<file path="src/rtl/user_id_readout_pkg.sv">
// Shared definitions for the user/project ID readout block.
//   WORD_W     : width of one readable ID word
//   id_state_t : capture/verify/ready sequencing states
//   clog2/max2 : elaboration-time sizing helpers
package user_id_readout_pkg;

    localparam int unsigned WORD_W = 32;

    typedef enum logic [1:0] {
        ST_CAPTURE = 2'd0,
        ST_VERIFY  = 2'd1,
        ST_READY   = 2'd2
    } id_state_t;

    function automatic int unsigned clog2(input int unsigned value);
        int unsigned result = 0;
        for (int unsigned i = 1; i < value; i = i * 2) begin
            result++;
        end
        return result;
    endfunction

    function automatic int unsigned max2(input int unsigned a, input int unsigned b);
        return (a > b) ? a : b;
    endfunction

endpackage

</file>
<file path="src/rtl/user_id_readout_tie_array.sv">
// Via-programmed ID source: one tie-high/tie-low cell pair per ID bit, with
// the per-bit select fixed by USER_PROJECT_ID (1 -> tie-high, 0 -> tie-low).
// Ports:
//   live [ID_WIDTH-1:0] : live ID vector straight off the tie cells
//   VDD, VSS            : supply pins (USE_POWER_PINS builds only)
module user_id_readout_tie_array #(
    parameter int unsigned          ID_WIDTH        = 64,
    parameter logic [ID_WIDTH-1:0]  USER_PROJECT_ID = '0
) (
`ifdef USE_POWER_PINS
    inout  wire                 VDD,
    inout  wire                 VSS,
`endif
    output logic [ID_WIDTH-1:0] live
);

    // Each bit keeps both cells of its pair; only the select decides which
    // one drives the bit, so re-programming the ID is a via change only.
    for (genvar i = 0; i < ID_WIDTH; i++) begin : g_bit
        logic tie_hi;
        logic tie_lo;
        assign tie_hi  = 1'b1;
        assign tie_lo  = 1'b0;
        assign live[i] = USER_PROJECT_ID[i] ? tie_hi : tie_lo;
    end

endmodule

</file>
<file path="src/rtl/user_id_readout.sv">
// User/project ID readout. After reset the live tie vector is captured into a
// shadow register and re-checked; the shadow is then served over a word
// req/ack port and as an MSB-first serial stream.
// Ports:
//   clk, resetn          : clock, synchronous active-low reset
//   rd_req/rd_addr       : word read request (held until rd_ack) and word index
//   rd_ack/rd_data/rd_err: one-cycle ack, registered word, out-of-range flag
//   ser_start            : pulse to begin serial readout
//   ser_busy/ser_valid   : serial shift in progress / bit valid
//   ser_data/ser_done    : serial bit (MSB first) / last-bit marker
//   id_ready/id_fault    : capture+verify complete / persistent verify mismatch
//   mask_rev             : live word 0, unclocked, for legacy consumers
module user_id_readout
    import user_id_readout_pkg::*;
#(
    parameter int unsigned          ID_WIDTH        = 64,
    parameter logic [ID_WIDTH-1:0]  USER_PROJECT_ID = '0,
    parameter int unsigned          MAX_RETRY       = 3,
    localparam int unsigned         NUM_WORDS       = ID_WIDTH / WORD_W,
    localparam int unsigned         ADDR_W          = max2(1, clog2(NUM_WORDS))
) (
    input  logic              clk,
    input  logic              resetn,
`ifdef USE_POWER_PINS
    inout  wire               VDD,
    inout  wire               VSS,
`endif
    input  logic              rd_req,
    input  logic [ADDR_W-1:0] rd_addr,
    output logic              rd_ack,
    output logic [WORD_W-1:0] rd_data,
    output logic              rd_err,
    input  logic              ser_start,
    output logic              ser_busy,
    output logic              ser_data,
    output logic              ser_valid,
    output logic              ser_done,
    output logic              id_ready,
    output logic              id_fault,
    output logic [WORD_W-1:0] mask_rev
);

    localparam int unsigned           CNT_W       = clog2(ID_WIDTH) + 1;
    localparam int unsigned           RETRY_W     = max2(1, clog2(MAX_RETRY + 1));
    localparam logic [CNT_W-1:0]      LAST_IDX    = CNT_W'(ID_WIDTH - 1);
    localparam logic [RETRY_W-1:0]    RETRY_LIMIT = RETRY_W'(MAX_RETRY);

    id_state_t            state;
    id_state_t            state_next;
    logic [ID_WIDTH-1:0]  live;
    logic [ID_WIDTH-1:0]  shadow;
    logic [RETRY_W-1:0]   retry;
    logic                 capture_en;
    logic                 verify_en;
    logic                 live_match;

    logic                 rd_accept;
    logic                 rd_in_range;
    logic [ID_WIDTH-1:0]  rd_shifted;

    logic                 ser_accept;
    logic                 ser_last;
    logic [CNT_W-1:0]     ser_cnt;
    logic [CNT_W-1:0]     ser_cnt_next;
    logic [CNT_W-1:0]     ser_idx;
    logic [ID_WIDTH-1:0]  ser_shifted;

    user_id_readout_tie_array #(
        .ID_WIDTH        (ID_WIDTH),
        .USER_PROJECT_ID (USER_PROJECT_ID)
    ) u_tie_array (
`ifdef USE_POWER_PINS
        .VDD  (VDD),
        .VSS  (VSS),
`endif
        .live (live)
    );

    assign mask_rev   = live[WORD_W-1:0];
    assign live_match = (live == shadow);

    // ---------------- capture/verify FSM ----------------
    always_ff @(posedge clk) begin
        if (!resetn) begin
            state <= ST_CAPTURE;
        end else begin
            state <= state_next;
        end
    end

    always_comb begin
        state_next = state;
        unique case (state)
            ST_CAPTURE: state_next = ST_VERIFY;
            ST_VERIFY: begin
                if (live_match || (retry == RETRY_LIMIT)) begin
                    state_next = ST_READY;
                end else begin
                    state_next = ST_CAPTURE;
                end
            end
            ST_READY:   state_next = ST_READY;
            default:    state_next = ST_CAPTURE;
        endcase
    end

    always_comb begin
        capture_en = (state == ST_CAPTURE);
        verify_en  = (state == ST_VERIFY);
        id_ready   = (state == ST_READY);
    end

    // Shadow, retry count and sticky fault.
    always_ff @(posedge clk) begin
        if (!resetn) begin
            shadow   <= '0;
            retry    <= '0;
            id_fault <= 1'b0;
        end else begin
            if (capture_en) begin
                shadow <= live;
            end
            if (verify_en && !live_match) begin
                if (retry == RETRY_LIMIT) begin
                    id_fault <= 1'b1;
                end else begin
                    retry <= retry + 1'b1;
                end
            end
        end
    end

    // ---------------- word read port ----------------
    // Blocking on rd_ack keeps a held request from being accepted twice and
    // spaces back-to-back accepts at least two cycles apart.
    assign rd_accept   = rd_req && id_ready && !rd_ack;
    assign rd_in_range = (32'(rd_addr) < NUM_WORDS);
    assign rd_shifted  = shadow >> (32'(rd_addr) * WORD_W);

    always_ff @(posedge clk) begin
        if (!resetn) begin
            rd_ack  <= 1'b0;
            rd_err  <= 1'b0;
            rd_data <= '0;
        end else begin
            rd_ack <= rd_accept;
            rd_err <= rd_accept && !rd_in_range;
            if (rd_accept) begin
                rd_data <= rd_in_range ? rd_shifted[WORD_W-1:0] : '0;
            end
        end
    end

    // ---------------- serial shifter ----------------
    // Bits are picked out of the shadow by index rather than through a
    // separate shift copy; the counter stops at LAST_IDX and never wraps.
    assign ser_accept   = ser_start && id_ready && !ser_busy;
    assign ser_last     = (ser_cnt == LAST_IDX);
    assign ser_cnt_next = ser_cnt + 1'b1;
    assign ser_idx      = ser_accept ? LAST_IDX : (LAST_IDX - ser_cnt_next);
    assign ser_shifted  = shadow >> ser_idx;
    assign ser_valid    = ser_busy;

    always_ff @(posedge clk) begin
        if (!resetn) begin
            ser_busy <= 1'b0;
            ser_data <= 1'b0;
            ser_done <= 1'b0;
            ser_cnt  <= '0;
        end else if (ser_accept) begin
            ser_busy <= 1'b1;
            ser_data <= ser_shifted[0];
            ser_done <= 1'b0;
            ser_cnt  <= '0;
        end else if (ser_busy) begin
            if (ser_last) begin
                ser_busy <= 1'b0;
                ser_data <= 1'b0;
                ser_done <= 1'b0;
            end else begin
                ser_cnt  <= ser_cnt_next;
                ser_data <= ser_shifted[0];
                ser_done <= (ser_cnt_next == LAST_IDX);
            end
        end
    end

endmodule

</file>
<file path="config.mk">
export PLATFORM = sky130hd
export DESIGN_NAME = user_id_readout
export DESIGN_NICKNAME = d
export VERILOG_FILES = /design/src/rtl/user_id_readout_pkg.sv /design/src/rtl/user_id_readout_tie_array.sv /design/src/rtl/user_id_readout.sv
export SDC_FILE = /design/constraint.sdc
export NUM_CORES = 1
export LEC_CHECK = 0
export ABC_AREA = 1
export CELL_PAD_IN_SITES_DETAIL_PLACEMENT = 2
export CELL_PAD_IN_SITES_GLOBAL_PLACEMENT = 2
export CORE_MARGIN = 2
export CORE_UTILIZATION = 15
export DETAILED_ROUTE_END_ITERATION = 12
export PLACE_DENSITY_LB_ADDON = 0.1
export SYNTH_ARGS = -nofsm -noshare
export SYNTH_HDL_FRONTEND = slang
export SYNTH_SLANG_ARGS = --single-unit
</file>
<file path="constraint.sdc">
create_clock -name clk -period 1.3 [get_ports clk]
set_input_delay 0.325 -clock clk [delete_from_list [all_inputs] [get_ports clk]]
set_output_delay 0.325 -clock clk [all_outputs]
set_load 0.005 [all_outputs]
</file>
==> flow_summary.toml, run 1 <==
[status]
status = "complete, no violations"

[synth]
synth_edf_count = 0
ys_warn_count = 0
synth_top_area_cell = "buf_4"
ys_ff_latch = 12
synth.distinct_cells = 22
synth_area_leaders = "buf_4, dfxtp_1, ha_1"
synth-main-ff-cell = "dfxtp_1"
synth_area_um2 = 1104
seq_area_frac_synth_pct = 21.77
avgSynthCellArea_um2 = 7.507
async_reset_ff_share_pct = 0
synthDominantCellAreaShare_pct = 46.26
synthCells = 147

[pwr]
total_power_uw = 1462
power.leakage_uw = 0.0006041
clock_power_share_pct = 30.6
p_per_area_nw_per_um2 = 1147
pwr-share-seq_pct = 33.5
p_sw_uw = 491.9
intPower_uw = 970.3
swShare_pct = 33.64
peakVddDrop_mv = 0.2346
p_comb_share_pct = 36.0

[sta]
rsz0062_at_grt = "yes"
setup_ws_ns = 0.02121
slew_violations = 0
post-route-period-util_pct = 98.37
min_period_ns = 1.279
setup_viol = 0
finalHoldViolations = 0
clock_skew_ns = 0.003019
setup_tns_ns = 0
max_freq_ghz = 0.7820

[clocking]
cts_max_level = 1
cts_tree = "done"
path_clk_slew_ns = 0.06
clk_path_buf_depth = 2
insertion_delay_ns = 0.25
cts_root_buf = "clkbuf_8"
cts_hold_buf = 0
clkSinkCount = 12
cts_buffers = 3

[final_layout]
area.growth.synth_to_final_pct = 15.53
fin_cells = 271
fin_util_pct = 17.77
fillCellCount = 874
nNetsFinal = 182
drive_gt1_share_pct = 25.58
antenna_cells = 0

[critical_path]
critical_path_class = "flip-flop to flip-flop"
crit_path_end_kind = "flip-flop"
worstSetupStartpoint = "ser_cnt[0]$_SDFFE_PP0P_"
critical-path-slowest-cell = "dfxtp_2"
path_depth = 8
worstSetupEndpoint = "ser_busy$_SDFF_PN0_"
crit_chain = "ha_4 -> nand2_2 -> nor2_4 -> nand2_2 -> nand2_4 -> buf_4 -> buf_4 -> a21oi_1"
reg2reg_slack_ns = 0.02
rr_endpoint = "ser_busy$_SDFF_PN0_"
cp_max_fo = 6
slowest_delay_ns = 0.36
critical-path-top-delay-family = "simple AND/OR/NAND/NOR gates"
cp-start-kind = "flip-flop"
worstReg2RegStart = "ser_cnt[0]$_SDFFE_PP0P_"
cp_num_buf_inv = 2
cp.required_ns = 1.44
critPathArrivalTime_ns = 1.42
rr_worst_depth = 8

[flow_run]
max_cap_viol_count = 0

[placement]
numPortBuffers = 8
hpwl_um = 1860
place_ws_ns = -0.1373
place.gp.congestion = 0.7091
dp_cells = 261

[route]
vias = 785
ant_nets = 0
drt_iter0_drc = 8
drc_errors = 0
drt-wirelength-per-cell_um = 8.509
dr.pass1.iters = 3
routed_wl_um = 2306
vias_per_cell = 2.897

[die]
initial_core_util_pct = 15.38
dieWidth_um = 89.78
core_um2 = 7176
fp-row-count = 31
die_h_um = 89.78
die_area_um2 = 8060
io_pins = 77

[min_path]
hold_class = "flip-flop to flip-flop"

[global_route]
grt_pass1_vias = 763
antenna_found_initial = 0
grt_max_degree = 8
grt_pass1_wl_um = 3705
track_usage_pct = 5.719
grt_overflow = 0
==> worst register-to-register path: stages, from the launching register on <==
cell     delay [ns]
dfxtp_2        0.36
ha_4           0.16
nand2_2        0.07
nor2_4         0.13
nand2_2        0.07
nand2_4        0.12
buf_4          0.13
buf_4          0.09
a21oi_1        0.04
==> stage by stage <==
step / hold WS, ns / area (µm²)
6_report: 0.4107 / 1275
5_1_grt: 0.4310 / 1275
4_1_cts: 0.4170 / 1212
3_5_place_dp: 0.4123 / 1115
3_3_place_gp: 0.4193 / 1115
2_1_floorplan: 0.4216 / 1351
==> cell families after synthesis <==
family | after synthesis | share of synthesized area, %
compound gates | 13 | 6.236
xor+xnor | 1 | 0.7938
fa+ha+maj | 4 | 4.535
buf+inv | 80 | 50.68
flops | 12 | 21.77
other cells | 1 | 0.3398
simple gates | 36 | 15.65
==> synth_stat cells (2+ instances only) <==
cell type  count
nor2_1         7
buf_4         68
nand3_1        7
nor2_2         2
a21oi_1        6
ha_1           4
nand4_1        2
dfxtp_1       12
inv_1         10
nor3b_1        2
o21ai_0        4
nand2_1       13
==> how the worst min path moves through the flow <==
stage	start	endpoint	depth (start not counted)
2_1_floorplan	rd_ack$_SDFF_PN0_	rd_ack$_SDFF_PN0_	1
3_3_place_gp	rd_ack$_SDFF_PN0_	rd_ack$_SDFF_PN0_	1
3_5_place_dp	rd_ack$_SDFF_PN0_	rd_ack$_SDFF_PN0_	1
4_1_cts	rd_ack$_SDFF_PN0_	rd_ack$_SDFF_PN0_	1
5_1_grt	rd_ack$_SDFF_PN0_	rd_ack$_SDFF_PN0_	1
6_report	rd_ack$_SDFF_PN0_	rd_ack$_SDFF_PN0_	1
==> cell type report <==
| type | count | area [µm²] | area share, % |
|---|---|---|---|
| multi-input cells | 121 | 609.3 | 47.79 |
| flip-flops and latches | 12 | 247.7 | 19.43 |
| repair buffers | 24 | 190.2 | 14.92 |
| well taps | 99 | 123.9 | 9.715 |
| clock buffers | 4 | 55.05 | 4.318 |
| inverters | 11 | 48.80 | 3.827 |
==> metal layers <==
layer  part of all wire (%)  GRT usage [%]  vias to the layer above
li1                       -              -                      374
met4                    3.0          4.231                        0
met1                     39          5.994                      367
met5                      0              0                        -
met2                     52          10.29                       39
met3                    6.1         0.9220                        5
==> power groups by stage <==
stage	logic (µW)	registers (µW)	clock network (µW)
CTS	481	488	463
detailed placement	443	481	0
floorplan	373	469	0
global placement	429	475	0
finish	526	490	447
global route	600	498	479
==> repair_timing <==
action / 4_1_cts / 5_1_grt
endpoints found under the setup margin: 13 / 6
buffers inserted: 2 / 4
resized for setup: 20 / 12
pin swaps: 1 / 5
==> sequential cells by signal, indices dropped and copies added (netlist names) <==
| register | count |
|---|---|
| rd_ack | 1 |
| ser_busy | 1 |
| ser_cnt | 7 |
| ser_done | 1 |
| state | 2 |
==> cells in the final DEF, fill, tap and decap left out, drive strengths merged, types with 2 or more instances in the layout <==
cell / n
conb: 67
buf: 17
nand2: 15
dfxtp: 12
inv: 11
nor2: 9
nand3: 7
a21oi: 6
o21ai: 5
clkbuf: 4
dlygate4sd2: 4
ha: 4
clkdlybuf4s50: 3
nor3b: 2
nand4: 2
No activity file was read; power rests on OpenSTA's default activity.
==> inputs of run 2 (changes only) <==
==> constraint.sdc (replaced) <==
create_clock -name clk -period 1.1 [get_ports clk]
set_input_delay 0.11 -clock clk [delete_from_list [all_inputs] [get_ports clk]]
set_output_delay 0.11 -clock clk [all_outputs]
set_load 0.005 [all_outputs]
==> run 2 against run 1 <==
Against the previous run: count of clock-buffer cells in the layout did not move; sequential share of layout area fell by 0.28 points; combinational power rose by 13%; hold slack got worse by 0.0014 ns; the run now ends with setup timing left; die area did not move; worst setup slack got worse by 0.13 ns; register-to-register slack got worse by 0.13 ns; critical endpoint is now ser_cnt[4]$_SDFFE_PP0P_; power rose by 14%; cell count rose by 0.74%; sequential cell count did not move.
==> flow_summary.toml, run 2 (synthesis gave the netlist of run 1 again) <==
[status]
status = "finished with violations"
violations = "setup timing"

[sta]
holdWs_ns = 0.4094
rsz0062_at_grt = "yes"
post-route-period-util_pct = 109.9
slew_violations = 0
max_freq_ghz = 0.8271
setup_tns_ns = -0.5345
clock_skew_ns = 0.001656
setup_viol = 8
finalHoldViolations = 0
min_period_ns = 1.209
setup_ws_ns = -0.1091

[clocking]
cts_buffers = 3
clkSinkCount = 12
cts_hold_buf = 0
cts_tree = "done"
clk_path_buf_depth = 2
path_clk_slew_ns = 0.06
cts_root_buf = "clkbuf_8"
insertion_delay_ns = 0.24
cts_max_level = 1

[final_layout]
top_regs = "ser_cnt: 7 flops, state: 2 flops"
largest-register = "ser_cnt"
drive_gt1_share_pct = 29.31
multi_input_comb_area_um2 = 634.4
final_area_um2 = 1326
antenna_cells = 0
layout_common_cells = "conb_1, buf_4, nand2_1"
regArea_um2 = 254.0
area.growth.synth_to_final_pct = 20.18
final_common_cell = "conb_1"
largest_reg_flops = 7
fin_cells = 273
fillCellCount = 870
nNetsFinal = 184

[pwr]
peakVddDrop_mv = 0.3773
total_power_uw = 1673
power.leakage_uw = 0.0006278
p_per_area_nw_per_um2 = 1261

[placement]
place.gp.congestion = 0.7452
numPortBuffers = 8
post_dp_cell_area_um2 = 1170
dp_cells = 265
hpwl_um = 1983

[route]
drt_iter0_drc = 5
drc_errors = 0
vias_per_cell = 2.945
ant_nets = 0
drt-wirelength-per-cell_um = 8.520
dr.pass1.iters = 3
routed_wl_um = 2326
vias = 804

[die]
io_pins = 77
die_area_um2 = 8060
die_h_um = 89.78
core_um2 = 7176
initial_core_util_pct = 15.38
fp-row-count = 31
dieWidth_um = 89.78

[global_route]
grt_max_degree = 8
track_usage_pct = 5.608
grt_pass1_wl_um = 3594
grt_overflow = 0
grt_pass1_vias = 746
antenna_found_initial = 0

[critical_path]
critPathArrivalTime_ns = 1.34
cp.required_ns = 1.23
critical_path_class = "flip-flop to flip-flop"
worstReg2RegStart = "ser_cnt[1]$_SDFFE_PP0P_"
crit_path_end_kind = "flip-flop"
cp-start-kind = "flip-flop"
cp_max_fo = 6
worstSetupStartpoint = "ser_cnt[1]$_SDFFE_PP0P_"

[min_path]
min_from = "rd_req"
hold_class = "primary input to flip-flop"

[flow_run]
max_cap_viol_count = 0
[run 2: per-layer routing]
| metal | GRT usage, % | vias to the layer above | routed length [µm] |
|---|---|---|---|
| met1 | 5.314 | 373 | 794 |
| li1 | - | 381 | - |
| met3 | 0.7544 | 5 | 159 |
| met5 | 0 | - | 0 |
| met4 | 4.231 | 0 | 69 |
| met2 | 10.86 | 45 | 1303 |
[run 2: what timing repair did]
action	CTS	global route
buffers inserted	3	1
pin swaps	7	7
gates resized for setup	22	13
endpoints found under the setup margin	14	10
[run 2: path summary, 6_finish.rpt]
kind / end / slack (ns) / cells after the start
setup / recovery: ser_cnt[4]$_SDFFE_PP0P_ / -0.11 / 8
hold / removal: rd_ack$_SDFF_PN0_ / 0.41 / 3
setup reg to reg: ser_cnt[4]$_SDFFE_PP0P_ / -0.11 / 8
hold reg to reg: rd_ack$_SDFF_PN0_ / 0.42 / 1
[run 2: cell type report]
cell class / count / area share, %
inverters: 11 / 3.679
clock buffers: 4 / 4.151
well taps: 99 / 9.340
flip-flops and latches: 12 / 19.15
repair buffers: 26 / 15.85
multi-input cells: 121 / 47.83
[run 2: critical path: stages, from the launching register on]
cell	delay [ns]
dfxtp_2	0.33
ha_4	0.18
nand2_4	0.06
nor2_4	0.04
nand2_2	0.07
nand2_4	0.09
buf_4	0.15
a21oi_2	0.13
nor2_1	0.06
[run 2: report_power, final]
part	switching [µW]	internal, µW	total (µW)
registers	70.5	518	588
logic	300	295	596
clock network	172	317	489
total	543	1130	1670
[run 2: per-stage QoR]
step	util, %	setup WS (ns)
floorplan	-	-0.04041
global placement	16.30	-0.1546
detailed placement	16.30	-0.1532
CTS	17.91	-0.1342
global route	18.48	-0.2153
finish	18.48	-0.1091
==> inputs of run 3 (changes only) <==
--- a/config.mk
+++ b/config.mk
@@ -9,7 +9,8 @@
 export CELL_PAD_IN_SITES_DETAIL_PLACEMENT = 2
 export CELL_PAD_IN_SITES_GLOBAL_PLACEMENT = 2
 export CORE_MARGIN = 2
-export CORE_UTILIZATION = 15
+export CORE_UTILIZATION = 16
+export CTS_BUF_LIST = sky130_fd_sc_hd__clkbuf_4
 export DETAILED_ROUTE_END_ITERATION = 12
 export PLACE_DENSITY_LB_ADDON = 0.1
 export SYNTH_ARGS = -nofsm -noshare
==> run 3 against run 2 <==
Against the previous run: the run still ends with setup timing left; critical endpoint is now ser_done$_SDFFE_PP0P_; non-clock buffer count increased by 1; routed wire length increased by 8.5%; sequential power decreased by 0.9%; largest power group unchanged; final area decreased by 4.9%; highest routed layer unchanged.
==> flow_summary.toml, run 3 (synthesis gave the netlist of run 1 again) <==
[final_layout]
final_area_um2 = 1261
largest_reg_flops = 7
fillCellCount = 823
antenna_cells = 0
regArea_um2 = 251.5
final_common_cell = "conb_1"
top_regs = "ser_cnt: 7 flops, state: 2 flops"
multi_input_comb_area_um2 = 623.1
nNetsFinal = 185
drive_gt1_share_pct = 29.71
largest-register = "ser_cnt"
layout_common_cells = "conb_1, buf_4, nand2_1, dfxtp_2, inv_1"
area.growth.synth_to_final_pct = 14.29

[clocking]
cts_hold_buf = 0
cts_max_level = 1
cts_root_buf = "clkbuf_4"
cts_tree = "done"
path_clk_slew_ns = 0.09
clk_path_buf_depth = 2
cts_buffers = 3
clkSinkCount = 12
insertion_delay_ns = 0.28

[sta]
setup_tns_ns = -0.9223
max_freq_ghz = 0.7695
finalHoldViolations = 0
post-route-period-util_pct = 118.1
slew_violations = 0
clock_skew_ns = 0.005199
min_period_ns = 1.300
setup_ws_ns = -0.1996
setup_viol = 8
rsz0062_at_grt = "yes"

[critical_path]
cp-start-kind = "flip-flop"
cp.required_ns = 1.31
slowest_delay_ns = 0.35
rr_worst_depth = 8
critPathArrivalTime_ns = 1.51
critical_path_class = "flip-flop to flip-flop"
cp_max_fo = 5
crit_chain = "ha_4 -> nand2_4 -> nor2_4 -> nand2_2 -> nand2_4 -> nor2_4 -> nand4_1 -> a21oi_2"
crit_path_end_kind = "flip-flop"
critical-path-slowest-cell = "dfxtp_2"

[die]
die_h_um = 87.05
initial_core_util_pct = 16.42
die_area_um2 = 7578
core_um2 = 6719
fp-row-count = 30
dieWidth_um = 87.05
io_pins = 77

[global_route]
grt_pass1_wl_um = 3636
grt_overflow = 0
grt_max_degree = 8
grt_pass1_vias = 734
antenna_found_initial = 0
track_usage_pct = 6.314

[placement]
place_ws_ns = -0.1995
numPortBuffers = 8
post_dp_cell_area_um2 = 1154
hpwl_um = 2104
place.gp.congestion = 0.7324

[min_path]
hold_path_depth = 3
hold_class = "primary input to flip-flop"

[route]
route.met2.wl_um = 1403
vias_per_cell = 3.039
ant_nets = 0
vias = 775
drt-wirelength-per-cell_um = 9.898
highest_layer = "met4"
drt_iter0_drc = 12
drc_errors = 0
route.met3.wl_um = 150
dr.pass1.iters = 2
drt-met1-wl_um = 952
routed_wl_um = 2524

[pwr]
p_per_area_nw_per_um2 = 1183
peakVddDrop_mv = 0.2731
power.leakage_uw = 0.0006148

[flow_run]
max_cap_viol_count = 0

[status]
status = "finished with violations"
violations = "setup timing"
run 3: changes by cell type in the layout (fill, tap and decap cells not counted), sizes merged:
cell,change
clkinv,+1
dlygate4sd2,-1
buf,+1
run 3: area by class of cell:
cell class	instances	share of cell area, %
clock buffer	3	1.786
sequential	12	19.94
tap	80	7.937
clock inverter	1	0.2976
timing repair buffer	27	16.96
multi-input combinational	121	49.40
inverter	11	3.671
run 3: path summary, 6_finish.rpt:
| path | startpoint | to | slack [ns] |
|---|---|---|---|
| setup / recovery | ser_cnt[0]$_SDFFE_PP0P_ | ser_done$_SDFFE_PP0P_ | -0.20 |
| hold / removal | rd_req | rd_ack$_SDFF_PN0_ | 0.37 |
| setup reg to reg | ser_cnt[0]$_SDFFE_PP0P_ | ser_done$_SDFFE_PP0P_ | -0.20 |
| hold reg to reg | rd_ack$_SDFF_PN0_ | rd_ack$_SDFF_PN0_ | 0.40 |
run 3: power by group:
group	total, µW	switching [µW]	leakage (µW)	internal (µW)
registers	583	67.7	0.000101	515
logic	605	303	0.000498	302
clock network	304	172	0.0000154	131
run 3: layer usage:
| metal | up-vias | track usage [%] |
|---|---|---|
| li1 | 380 | - |
| met1 | 366 | 7.171 |
| met2 | 27 | 11.31 |
| met3 | 2 | 2.275 |
| met4 | 0 | 1.278 |
| met5 | - | 0 |
run 3: per-stage QoR:
step	hold WS (ns)	power [µW]	utilization [%]	instances
after detailed placement	0.4238	1133	17.17	247
after global routing	0.3677	1630	18.77	255
after global placement	0.4181	1108	17.17	247
after floorplan	0.2374	1019	-	213
final	0.3688	1492	18.77	255
after CTS	0.3569	1509	18.31	253
run 3: what timing repair did:
action,in CTS,in global routing
cloned,0,0
setup buffers,2,2
endpoints found under the setup margin,14,12
pin swaps,3,10
resized for setup,23,11
run 3: critical path: cells and delay by family, from the launching register on:
kind            cells  cell delay (ns)
flops               1             0.35
simple gates        6             0.53
compound gates      1             0.18
fa+ha+maj           1             0.18
